[src/rtl/mac_accumulator.sv]
// mac_accumulator
// Accumulate stage fed by the small multiplier. A job begins with a start pulse in IDLE. The
// stage then sums exactly N unsigned products, taken over a valid/ready handshake, into an
// AW-bit register that wraps modulo 2^AW. After the Nth product it pulses done for one cycle.
// ovf is sticky for the whole job and records any carry out of bit AW-1. abort cancels the job
// at the next clock edge.
//
// Ports:
//   clk       system clock, rising edge
//   rst       asynchronous active-high reset
//   start     begin a job (only honoured in IDLE)
//   abort     synchronous cancel, wins over start and over an accept
//   prod      unsigned product, PW bits
//   in_valid  prod is valid this cycle
//   in_ready  product is accepted this cycle (ACC state)
//   acc_out   running / final sum, registered
//   busy      job in progress (ACC state)
//   done      one-cycle completion pulse (DONE state)
//   ovf       sticky overflow for the current job
module mac_accumulator #(
  parameter int unsigned PW = 4,
  parameter int unsigned AW = 12,
  parameter int unsigned N  = 8
) (
  input  logic          clk,
  input  logic          rst,
  input  logic          start,
  input  logic          abort,
  input  logic [PW-1:0] prod,
  input  logic          in_valid,
  output logic          in_ready,
  output logic [AW-1:0] acc_out,
  output logic          busy,
  output logic          done,
  output logic          ovf
);

  localparam int unsigned CW = (N + 1 <= 2) ? 1 : $clog2(N + 1);
  localparam logic [CW-1:0] LastCount = CW'(N - 1);

  typedef enum logic [1:0] {
    StIdle,
    StAcc,
    StDone
  } state_e;

  state_e        state;
  logic [CW-1:0] count;
  logic [AW:0]   sum;
  logic          accept;

  // The extra top bit of the sum is the carry out of bit AW-1.
  always_comb begin
    sum = {1'b0, acc_out} + {{(AW + 1 - PW){1'b0}}, prod};
  end

  assign accept = in_valid && (state == StAcc);

  always_ff @(posedge clk or posedge rst) begin
    if (rst) begin
      state   <= StIdle;
      acc_out <= '0;
      ovf     <= 1'b0;
      count   <= '0;
    end else if (abort) begin
      // The partial sum and any product presented this cycle are dropped.
      state   <= StIdle;
      acc_out <= '0;
      ovf     <= 1'b0;
      count   <= '0;
    end else begin
      unique case (state)
        StIdle: begin
          if (start) begin
            state   <= StAcc;
            acc_out <= '0;
            ovf     <= 1'b0;
            count   <= '0;
          end
        end
        StAcc: begin
          if (accept) begin
            acc_out <= sum[AW-1:0];
            ovf     <= ovf | sum[AW];
            if (count == LastCount) begin
              count <= '0;
              state <= StDone;
            end else begin
              count <= count + CW'(1);
            end
          end
        end
        StDone: begin
          state <= StIdle;
        end
        default: begin
          state <= StIdle;
        end
      endcase
    end
  end

  // Outputs are decoded purely from the registered state.
  assign in_ready = (state == StAcc);
  assign busy     = (state == StAcc);
  assign done     = (state == StDone);

endmodule

[config.mk]
export PLATFORM = sky130hd
export DESIGN_NAME = mac_accumulator
export DESIGN_NICKNAME = d
export VERILOG_FILES = /design/src/rtl/mac_accumulator.sv
export SDC_FILE = /design/constraint.sdc
export NUM_CORES = 1
export LEC_CHECK = 0
export BUFFER_PORTS_ARGS = -buffer_cell sky130_fd_sc_hd__clkbuf_2
export CAP_MARGIN = 15
export CORE_MARGIN = 3
export CORE_UTILIZATION = 25
export CTS_CLUSTER_SIZE = 30
export DETAILED_ROUTE_END_ITERATION = 10
export GPL_TIMING_DRIVEN = 0
export PLACE_DENSITY = 0.4
export SYNTH_ARGS = -nofsm -noshare
export SYNTH_HDL_FRONTEND = slang
export SYNTH_SLANG_ARGS = --single-unit
[constraint.sdc]
create_clock -name clk -period 1.8 [get_ports clk]
set_input_delay 0.18 -clock clk [delete_from_list [all_inputs] [get_ports clk]]
set_output_delay 0.18 -clock clk [all_outputs]
set_load 0.01 [all_outputs]
# [Word-level counts from Yosys, hierarchy flattened]
# Cells that the tools add are included.
[totals] ramBits=0 input_bits=9 n_memories=0 out_inout_bits=16 romBits=0 latch_bits=0 wordCells=36 register_bits=19
[classes] n_lt_le_gt_ge=0 n_bitwise=1 add_sub_neg=2 n_mux=18 mul=0 n_reduce_logical=5 div_mod_pow=0 shift=0 n_eq_ne=6
[op_table] operator="two-way mux 12 bit" count=3
[op_table] operator="case mux 12 bit (2 select lines)" count=1
[op_table] operator="two-way mux 4 bit" count=4
[op_table] operator="adder 12 x 4 -> 13 bit" count=1
[op_table] operator="two-way mux 2 bit" count=4
[op_table] operator="case mux 4 bit (2 select lines)" count=1
[op_table] operator="inequality test 3 x 2 -> 1 bit (second input constant)" count=2
[op_table] operator="AND reduction 3 bit" count=2
[op_table] operator="adder 4 x 1 -> 4 bit (second input constant)" count=1
[op_table] operator="equality test 4 x 3 -> 1 bit (second input constant)" count=1
[op_table] operator="case mux 2 bit (2 select lines)" count=1
[op_table] operator="two-way mux 1 bit" count=3
[op_table] operator="inequality test 3 bit (second input constant)" count=1
[op_table] operator="nonzero test 3 bit" count=1
[op_table] operator="equality test 2 x 1 -> 1 bit (second input constant)" count=1
[op_table] operator="equality test 2 bit (second input constant)" count=1
[op_table] operator="zero test 2 bit" count=1
[op_table] operator="case mux 1 bit (2 select lines)" count=1
[op_table] operator="logical AND 1 bit" count=1
[op_table] operator="OR 1 bit" count=1

# [Depth between registers and ports, before layout]
# Gate-level depths: netlist (run 1).
[logic_depth] word_depth=5 depth_mapped=7 mapped_depth_nobuf=6

# [Worst setup path before layout (run 1)]
# Ideal clock, no wire load.
[synth_timing] path_kind="register -> register" startpoint="reg acc_out[0]" endpoint="reg ovf" setup_ps=119 path_buffers=0 arrival_time_ps=1846 period_less_slack_ps=1965 required_time_ps=1681 slack_ps=-165 stages_incl_launch_ff=7 path_cell_list="dfrtp_1 > ha_1 > fa_1 > a21o_1 > a21oi_1 > nor4_1 > o21a_1"
[synth_via] elab_chain_len=5
[synth_lines] item="from (decl)" line_no="32" text="output logic [AW-1:0] acc_out,"
[synth_lines] item="from (signal assigned)" line_no="83" text="acc_out <= sum[AW-1:0];"
[synth_lines] item="adder 12 x 4 -> 13 bit" line_no="54" text="sum = {1'b0, acc_out} + {{(AW + 1 - PW){1'b0}}, prod};"
[synth_lines] item="OR 1 bit" line_no="84" text="ovf <= ovf | sum[AW];"
[synth_lines] item="two-way mux 1 bit" line_no="82" text="if (accept) begin"
[synth_lines] item="case mux 1 bit (2 select lines)" line_no="72" text="unique case (state)"
[synth_lines] item="two-way mux 1 bit" line_no="65" text="end else if (abort) begin"
[synth_lines] item="to (signal assigned)" line_no="84"
[synth_lines] item="to (decl)" line_no="35" text="output logic ovf"
# No other way between the ends. The select of a mux whose other input is x is not followed.
# A chain may end at the register's enable or synchronous reset.

# [Final worst setup path (run 1)]
[layout_timing] startpoint="reg acc_out[3]" endpoint="reg acc_out[9]"
[layout_via] elab_chain_len=4
[layout_lines] item="adder 12 x 4 -> 13 bit" line_no="54"
[layout_lines] item="two-way mux 12 bit" line_no="82"
[layout_lines] item="case mux 12 bit (2 select lines)" line_no="72"
[layout_lines] item="two-way mux 12 bit" line_no="65"
# No other way between the ends. The select of a mux whose other input is x is not followed.

==> summary.txt, run 1 <==
post-layout util = 0.3481
main combinational cell family by area after synthesis = compound AO/OA/AOI/OAI gates
Tcrit/Tclk final = 0.9583
ANT nets after route = 0
htree depth = 1
DRT Pass-1 Iters = 4
FMAX = 579.7 MHz
# IOs = 25
final std cells w/o fill = 193
Layout Area Growth over Synthesis = 29.43%
Critical Path Max Stage Delay = 410 ps
simple-gate share of the synthesized area = 0.1962
initial antenna violation count = 0
CTS tree = built
Final setup viols = 0
Final Skew = 2.090 ps
clock transition at the registers of the reported paths = 70 ps
library cells used by synthesis = 39
R2R Path Start = acc_out[3]
required time of the critical path = 1990 ps
Crit Path Category = reg2reg
worst r2r dst = acc_out[9]
DRT iter0 DRCs = 43
Syn Area/Cell = 10.02 µm²
Syn Nets = 127
WL final = 2974 µm
first-pass GRT wire length = 4947 µm
clk sinks = 19
Slew Limit Headroom = 0.4499
final number of hold-violating endpoints = 0
min Tclk post-route = 1725 ps
met2 Use GR = 0.1986
CP max stage cell = ha_2
Max clock buf depth = 2
NumNets Final = 159
n_diodes = 0
via count = 982
Static Leakage = 0.7023 nW
synth warn = 0
busiest layer in global routing = met2
largest net degree at the start of global routing = 20
commonest cells after routing, fill and taps aside = clkbuf_2 (25), dfrtp_1 (19), nand2_1 (11)
Synth Area in XOR/XNOR = 0.007804
vias in the first global route = 983
# fillers = 430
Synth Area in Adders = 0.07358
Final Max Tran Viols = 0
WHS = 52.56 ps
Starting Density = 0.2690
M3 GR Usage = 0.02342
Clock Latency Late Sink = 260 ps
worst slew pin tran = 824.3 ps
RSZ-0062 raised after global routing = no
Avg WL per Cell = 15.41 µm
total congestion overflow = 0
sequential share of the synthesized area = 0.4236
Max FO, Critical Path = 4
Placed Area = 0.001316 mm²
GRT Util Overall = 0.1220
Placed Cells = 186
Core Region = 0.004173 mm²
DR DRC count = 0
Worst R2R Setup Slack = 70 ps
Die H = 73 µm
Synth Area in Compound Gates = 0.2129
Row Count = 23
share of cells above drive strength 1 = 0.3427
DPL Wire Length = 2035 µm
critical path, cell by cell = ha_2 -> o21ai_0 -> o21bai_2 -> and4_1 -> mux2i_1
full die area = 0.005329 mm²
met1 GRT Util = 0.1600
commonest non-fill, non-tap cell in the layout = clkbuf_2
Netlist Area Pre-Place = 0.001122 mm²
#FFs+latches synth = 19
Crit. End Element = flip-flop
placer congestion estimate = 0.7497
Post-Layout Inst Area = 0.001453 mm²
VDD IR-drop max = 0.2417 mV
Clock Tree Root = clkbuf_8
maxcap violations = 0
Synth Instances = 112
PwrDens = 697.0 mW/mm²
worst-case reg-to-reg path depth = 5
routed vias/inst = 5.088
total power = 1.013 mW
buffers added on ports = 24
post-synthesis mux area share = 0.04571
run status = finished, final reports clean
Die Wd = 73 µm
Worst Setup Start Kind = flip-flop
Hold Crit Class = in2async
CP arrival = 1910 ps
CTS Buf Count = 3
state kept, by name, summed over array words and instances (netlist names):
name	flops
state	2
count	4
ovf	1
acc_out	12
Yosys cell counts:
cell type | count | area [µm²]
or3_1 | 3 | 18.77
mux2i_1 | 4 | 40.04
a22o_1 | 4 | 35.03
a31o_2 | 1 | 8.760
nand4_1 | 1 | 6.260
o31ai_1 | 4 | 30.03
buf_4 | 1 | 7.510
buf_6 | 2 | 22.52
o21bai_1 | 2 | 15.01
nor4_1 | 1 | 6.260
o21ai_0 | 5 | 25.02
a21boi_1 | 3 | 22.52
o21ba_1 | 1 | 10.01
and3_1 | 2 | 12.51
o41ai_1 | 1 | 8.760
and2_1 | 1 | 6.260
or3b_2 | 1 | 8.760
nand2b_1 | 1 | 6.260
nand2_1 | 11 | 41.29
mux2_2 | 1 | 11.26
nor3b_1 | 1 | 7.510
nor3_1 | 1 | 5.000
dfrtp_1 | 19 | 475.5
inv_1 | 3 | 11.26
and2b_1 | 1 | 7.510
nor2_1 | 6 | 22.52
o21a_1 | 1 | 7.510
a21o_1 | 5 | 37.54
a21oi_1 | 1 | 5.000
clkbuf_1 | 1 | 3.750
nand3_1 | 5 | 25.02
a31oi_1 | 3 | 18.77
ha_1 | 5 | 62.56
nor2b_1 | 1 | 6.260
xnor2_1 | 1 | 8.760
a211oi_1 | 2 | 15.01
or4_1 | 3 | 22.52
and4_1 | 2 | 17.52
fa_1 | 1 | 20.02
routing by layer:
metal  part of all wire  wire (µm)  vias to the layer above
met1               0.48       1430                      481
met5                  0          0                        -
li1                   -          -                      485
met4             0.0074         22                        0
met3              0.035        105                        2
met2               0.48       1416                       14
per-stage QoR:
stage | setup TNS, ps | setup slack, ps
2_1_floorplan | 0 | 23.23
3_3_place_gp | -269.6 | -87.15
3_5_place_dp | -260.3 | -82.45
4_1_cts | 0 | 19.32
5_1_grt | 0 | 4.218
6_report | 0 | 75.00
how the worst max path moves through the flow:
| stage | start | to | slack [ps] | depth (start not counted) |
|---|---|---|---|---|
| after floorplan | acc_out[0] | ovf | 20 | 6 |
| after global placement | acc_out[0] | ovf | -90 | 6 |
| after detailed placement | acc_out[0] | ovf | -80 | 6 |
| after CTS | acc_out[0] | acc_out[8] | 20 | 6 |
| after global routing | acc_out[1] | acc_out[11] | 4 | 6 |
| final | acc_out[3] | acc_out[9] | 70 | 5 |
cell families (layout without fill, tap and decap cells):
| logic type | count (synthesis) | after routing |
|---|---|---|
| AND/OR/NAND/NOR | 41 | 41 |
| flip-flops | 19 | 19 |
| buffers and inverters | 7 | 37 |
| multiplexers | 5 | 5 |
| XOR/XNOR | 1 | 1 |
| adder cells (fa/ha/maj) | 6 | 6 |
| AO/OA/AOI/OAI | 33 | 34 |
critical path, delay by kind of cell, from the launching register on:
family                     cells  cell delay [ps]
adders and majority gates      1              410
muxes                          1              180
DFF                            1              400
AOI/OAI and AO/OA              2              410
and+or+nand+nor                1              250
cell type report:
type / instances / area [µm²] / share of cell area
Timing Repair Buffer: 26 / 135.1 / 0.09302
Multi-Input combinational cell: 87 / 688.2 / 0.4737
Inverter: 3 / 11.26 / 0.007752
Tap cell: 50 / 62.56 / 0.04307
Clock buffer: 4 / 45.04 / 0.03101
Sequential cell: 19 / 475.5 / 0.3273
Buffer: 4 / 35.03 / 0.02412
power breakdown:
part	switching, mW	internal, mW	leakage [nW]
clock network	0.148	0.157	0.0228
registers	0.0163	0.443	0.262
logic	0.137	0.111	0.418
timing repair:
item	CTS	global route
resized for setup	5	9
buffers inserted	1	1
endpoints found under the setup margin	5	16
pin swaps	2	2
hold buffers	0	0
cloned	1	0
(Power assumes the default switching activity.)
==> run 2, diff against run 1 <==
- CORE_MARGIN: 3 -> unset
==> run 2 against run 1 <==
Net effect:
- total power barely moved
- setup slack worse by 44 ps
- largest power group unchanged
- clock skew increased by 0.89 ps
- largest cell class unchanged
- sequential power about the same
- non-clock buffer count increased by 2
- utilization shrank 1.2 points
- critical path type unchanged
- maximum frequency decreased by 2.5%
- sequential share of layout area barely moved
- die area down 11%
- critical path depth increased by 1
- final cell count increased by 2.1%
==> summary.txt, run 2 (synthesized netlist as in run 1, its figures left out) <==
run status = finished, final reports clean (unchanged)
Crit. End Element = flip-flop (unchanged)
Comb pwr share = 0.239 (was 0.245)
buffers added on ports = 24 (unchanged)
Net Sw Frac = 0.2984 (was 0.2971)
sequential power share = 0.454 (was 0.453)
placer congestion estimate = 0.7808 (was 0.7497)
first-pass GRT wire length = 4754 µm (was 4947 µm)
Psw = 0.3021 mW (was 0.3008 mW)
vias in the first global route = 946 (was 983)
FMAX = 565.3 MHz (was 579.7 MHz)
clock transition at the registers of the reported paths = 80 ps (was 70 ps)
Worst R2R Setup Slack = 30 ps (was 70 ps)
Final Skew = 2.981 ps (was 2.090 ps)
Pint = 0.7105 mW (was 0.7118 mW)
Clock Power Share = 0.307 (was 0.301)
Die H = 69 µm (was 73 µm)
GRT Util Overall = 0.1273 (was 0.1220)
required time of the critical path = 1990 ps (about the same)
routed vias/inst = 5.056 (was 5.088)
worst-case reg-to-reg path depth = 6 (was 5)
CP arrival = 1960 ps (was 1910 ps)
Layout Area Growth over Synthesis = 29.32% (was 29.43%)
via count = 996 (was 982)
routed wl met2 = 1339 µm (was 1416 µm)
Max FO, Critical Path = 5 (was 4)
Final Max Tran Viols = 0 (unchanged)
Die Wd = 69 µm (was 73 µm)
commonest cells after routing, fill and taps aside = clkbuf_2 (25), dfrtp_1 (19), nand2_1 (11) (unchanged)
Post-Layout Inst Area = 0.001451 mm² (was 0.001453 mm²)
CTS tree = built (unchanged)
Max clock buf depth = 2 (unchanged)
largest register by flop count = acc_out (unchanged)
M1 WL = 1376 µm (was 1430 µm)
VDD IR-drop max = 0.2373 mV (was 0.2417 mV)
ANT nets after route = 0 (unchanged)
RSZ-0062 raised after global routing = yes (was no)
Starting Density = 0.2595 (was 0.2690)
worst r2r dst = acc_out[8] (was acc_out[9])
commonest non-fill, non-tap cell in the layout = clkbuf_2 (unchanged)
DPL Wire Length = 2004 µm (was 2035 µm)
Final setup viols = 0 (unchanged)
DRT iter0 DRCs = 82 (was 43)
PwrDens = 697.6 mW/mm² (was 697.0 mW/mm²)
WL final = 2864 µm (was 2974 µm)
full die area = 0.004761 mm² (was 0.005329 mm²)
Hold Crit Class = in2async (unchanged)
share of cells above drive strength 1 = 0.3310 (was 0.3427)
WHS = 30.23 ps (was 52.56 ps)
total power = 1.013 mW (about the same)
top layer in use = met4 (unchanged)
initial antenna violation count = 0 (unchanged)
final number of hold-violating endpoints = 0 (unchanged)
max FFs per register = 12 (unchanged)
largest net degree at the start of global routing = 20 (unchanged)
met3 WL post-DR = 99 µm (was 105 µm)
Tcrit/Tclk final = 0.9828 (was 0.9583)
Row Count = 24 (was 23)
total congestion overflow = 0 (unchanged)
CTS Buf Count = 3 (unchanged)
Clock Tree Root = clkbuf_8 (unchanged)
Slew Limit Headroom = 0.4764 (was 0.4499)
Crit Path Category = reg2reg (unchanged)
R2R Path Start = acc_out[0] (was acc_out[3])
Placed Area = 0.001319 mm² (was 0.001316 mm²)
worst slew pin tran = 784.6 ps (was 824.3 ps)
min Tclk post-route = 1769 ps (was 1725 ps)
post-layout util = 0.3356 (was 0.3481)
DRT Pass-1 Iters = 4 (unchanged)
# IOs = 25 (unchanged)
maxcap violations = 0 (unchanged)
setup TNS = 0 ps (unchanged)
Core Region = 0.004324 mm² (was 0.004173 mm²)
Avg WL per Cell = 14.54 µm (was 15.41 µm)
NumNets Final = 161 (was 159)
Clock Latency Late Sink = 260 ps (about the same)
htree depth = 1 (unchanged)
largest registers = acc_out x12, count x4, state x2 (unchanged)
clk sinks = 19 (unchanged)
n_diodes = 0 (unchanged)
hold buffer count at cts = 0 (unchanged)
Worst Setup Start Kind = flip-flop (unchanged)
DR DRC count = 0 (unchanged)
Static Leakage = 0.7079 nW (was 0.7023 nW)
run 2: worst max path at each step:
stage                          start           to  cells past startpoint
after floorplan           acc_out[0]          ovf                      6
after global placement    acc_out[0]          ovf                      6
after detailed placement  acc_out[0]          ovf                      6
after CTS                 acc_out[2]  acc_out[10]                      5
after global routing      acc_out[0]  acc_out[10]                      6
final                     acc_out[0]   acc_out[8]                      6
run 2: stage by stage:
step | std cells | setup WS [ps]
after floorplan | 112 | 23.23
after global placement | 188 | -77.47
after detailed placement | 188 | -74.80
after CTS | 194 | 2.876
after global routing | 197 | -48.66
final | 197 | 30.99
run 2: what timing repair did:
action                     in CTS  in global routing
buffers inserted                1                  3
cloned                          1                  0
gates resized for setup         4                  7
pin swaps                       2                  4
setup endpoints to repair       5                 14
run 2: worst max-delay path: stages (launching register included):
cell and delay (ps):
dfrtp_1 400, ha_4 160, fa_2 200, a21o_1 210
a21oi_4 100, or4_1 480, a21boi_1 150
run 2: routing by layer:
layer,track usage,up-vias
met4,0.05442,0
met5,0,-
li1,-,489
met3,0.02193,5
met1,0.1777,483
met2,0.1931,19
run 2: layout make-up:
| class | count | area [µm²] |
|---|---|---|
| Fill cell | 464 | 2873 |
| Clock buffer | 4 | 45.04 |
| Multi-Input combinational cell | 87 | 669.4 |
| Buffer | 4 | 35.03 |
| Timing Repair Buffer | 28 | 150.1 |
| Sequential cell | 19 | 475.5 |
| Inverter | 3 | 11.26 |
| Tap cell | 52 | 65.06 |
run 2: power groups by stage:
stage	clock, mW	combinational, mW	sequential [mW]
final	0.311	0.242	0.459
after CTS	0.320	0.227	0.458
after floorplan	0	0.147	0.467
after global placement	0	0.212	0.466
after detailed placement	0	0.213	0.466
after global routing	0.337	0.268	0.463
==> run 3, diff against run 2 <==
- MAX_ROUTING_LAYER: unset -> met4
==> run 3 against run 2 <==
Net effect:
- global-route usage up 0.37 points
- final cell count unchanged
- non-clock buffer count unchanged
- largest power group unchanged
- highest routed layer unchanged
==> summary.txt, run 3 (synthesized netlist as in run 1, its figures left out) <==
ANT nets after route = 0 (unchanged)
largest register by flop count = acc_out (unchanged)
run status = finished, final reports clean (unchanged)
Worst Setup Start Kind = flip-flop (unchanged)
Starting Density = 0.2595 (unchanged)
CP arrival = 1960 ps (about the same)
FMAX = 564.7 MHz (was 565.3 MHz)
final number of hold-violating endpoints = 0 (unchanged)
commonest non-fill, non-tap cell in the layout = clkbuf_2 (unchanged)
Layout Area Growth over Synthesis = 29.32% (unchanged)
n_diodes = 0 (unchanged)
Final Max Tran Viols = 0 (unchanged)
placer congestion estimate = 0.7916 (was 0.7808)
worst slew pin tran = 784.3 ps (was 784.6 ps)
DPL Wire Length = 2004 µm (unchanged)
Final setup viols = 0 (unchanged)
initial antenna violation count = 0 (unchanged)
commonest cells after routing, fill and taps aside = clkbuf_2 (25), dfrtp_1 (19), nand2_1 (11) (unchanged)
Max clock buf depth = 2 (unchanged)
Row Count = 24 (unchanged)
Clock Latency Late Sink = 260 ps (about the same)
min Tclk post-route = 1771 ps (was 1769 ps)
Final Worst Setup Slack = 29.19 ps (was 30.99 ps)
WHS = 30.73 ps (was 30.23 ps)
Crit. End Element = flip-flop (unchanged)
Placed Area = 0.001319 mm² (unchanged)
Final Skew = 2.230 ps (was 2.981 ps)
GRT Util Overall = 0.1310 (was 0.1273)
final std cells w/o fill = 197 (unchanged)
hold buffer count at cts = 0 (unchanged)
largest registers = acc_out x12, count x4, state x2 (unchanged)
required time of the critical path = 1990 ps (about the same)
DRT iter0 DRCs = 87 (was 82)
Top delay family on crit path = simple AND/OR/NAND/NOR gates (unchanged)
total congestion overflow = 0 (unchanged)
# fillers = 464 (unchanged)
Worst R2R Setup Slack = 30 ps (about the same)
Static Leakage = 0.7079 nW (unchanged)
clk sinks = 19 (unchanged)
Avg WL per Cell = 14.54 µm (unchanged)
share of cells above drive strength 1 = 0.3310 (unchanged)
htree depth = 1 (unchanged)
largest net degree at the start of global routing = 20 (unchanged)
Crit Path Category = reg2reg (unchanged)
Clock Tree Root = clkbuf_8 (unchanged)
Max FO, Critical Path = 5 (unchanged)
Critical Path Max Stage Delay = 480 ps (about the same)
maxcap violations = 0 (unchanged)
CTS tree = built (unchanged)
Die Wd = 69 µm (unchanged)
buffers added on ports = 24 (unchanged)
# IOs = 25 (unchanged)
Placed Cells = 188 (unchanged)
DRT Pass-1 Iters = 4 (unchanged)
Tcrit/Tclk final = 0.9838 (was 0.9828)
via count = 996 (unchanged)
Hold Crit Class = in2async (unchanged)
PwrDens = 697.3 mW/mm² (was 697.6 mW/mm²)
Die H = 69 µm (unchanged)
critical path, cell by cell = ha_4 -> fa_2 -> a21o_1 -> a21oi_4 -> or4_1 -> a21boi_1 (unchanged)
routed vias/inst = 5.056 (unchanged)
full die area = 0.004761 mm² (unchanged)
WL final = 2864 µm (unchanged)
WP buf/inv = 0 (unchanged)
CP max stage cell = or4_1 (unchanged)
Core Region = 0.004324 mm² (unchanged)
max FFs per register = 12 (unchanged)
RSZ-0062 raised after global routing = yes (unchanged)
DR DRC count = 0 (unchanged)
CTS Buf Count = 3 (unchanged)
Post-Layout Inst Area = 0.001451 mm² (unchanged)
NumNets Final = 161 (unchanged)
VDD IR-drop max = 0.2371 mV (was 0.2373 mV)
pre-CTS setup slack = -74.80 ps (unchanged)
clock transition at the registers of the reported paths = 80 ps (about the same)
vias in the first global route = 945 (was 946)
Slew Limit Headroom = 0.4766 (was 0.4764)
first-pass GRT wire length = 4761 µm (was 4754 µm)
run 3: report_power, final:
part           total [mW]  switching (mW)  internal, mW
clock               0.310           0.153         0.158
combinational       0.242           0.132         0.110
sequential          0.459          0.0165         0.443
total                1.01           0.302         0.710
run 3: path summary, 6_finish.rpt:
kind | to | startpoint | depth (start not counted)
setup / recovery | acc_out[8] | acc_out[0] | 6
hold / removal | count[0] | rst | 2
setup reg to reg | acc_out[8] | acc_out[0] | 6
hold reg to reg | ovf | ovf | 1
max in group asynchronous | acc_out[1] | rst | 2
min in group clk | state[1] | in_valid | 3
run 3: area by class of cell:
type                    count  area, µm²  share of cell area
multi-input cells          87      669.4              0.4612
repair buffers             28      150.1              0.1034
well taps                  52      65.06             0.04483
flip-flops and latches     19      475.5              0.3276
inverters                   3      11.26            0.007759
plain buffers               4      35.03             0.02414
clock buffers               4      45.04             0.03103
run 3: stage by stage:
| stage | total power, mW | setup TNS, ps | util |
|---|---|---|---|
| after floorplan | 0.6145 | 0 | - |
| after global placement | 0.6777 | -226.7 | 0.3050 |
| after detailed placement | 0.6796 | -246.8 | 0.3050 |
| after CTS | 1.006 | 0 | 0.3235 |
| after global routing | 1.068 | -111.9 | 0.3356 |
| final | 1.012 | 0 | 0.3356 |
run 3: layer usage:
layer / track usage / routed length (µm) / vias to the layer above
met2: 0.1931 / 1339 / 16
met1: 0.1777 / 1381 / 488
li1: - / - / 487
met3: 0.02193 / 94 / 5
met4: 0.05442 / 49 / 0
met5: - / 0 / -
run 3: what timing repair did:
| item | 4_1_cts | 5_1_grt |
|---|---|---|
| resized for setup | 4 | 7 |
| gates cloned | 1 | 0 |
| pin swaps | 2 | 4 |
| endpoints found under the setup margin | 5 | 14 |
| buffers inserted | 1 | 3 |
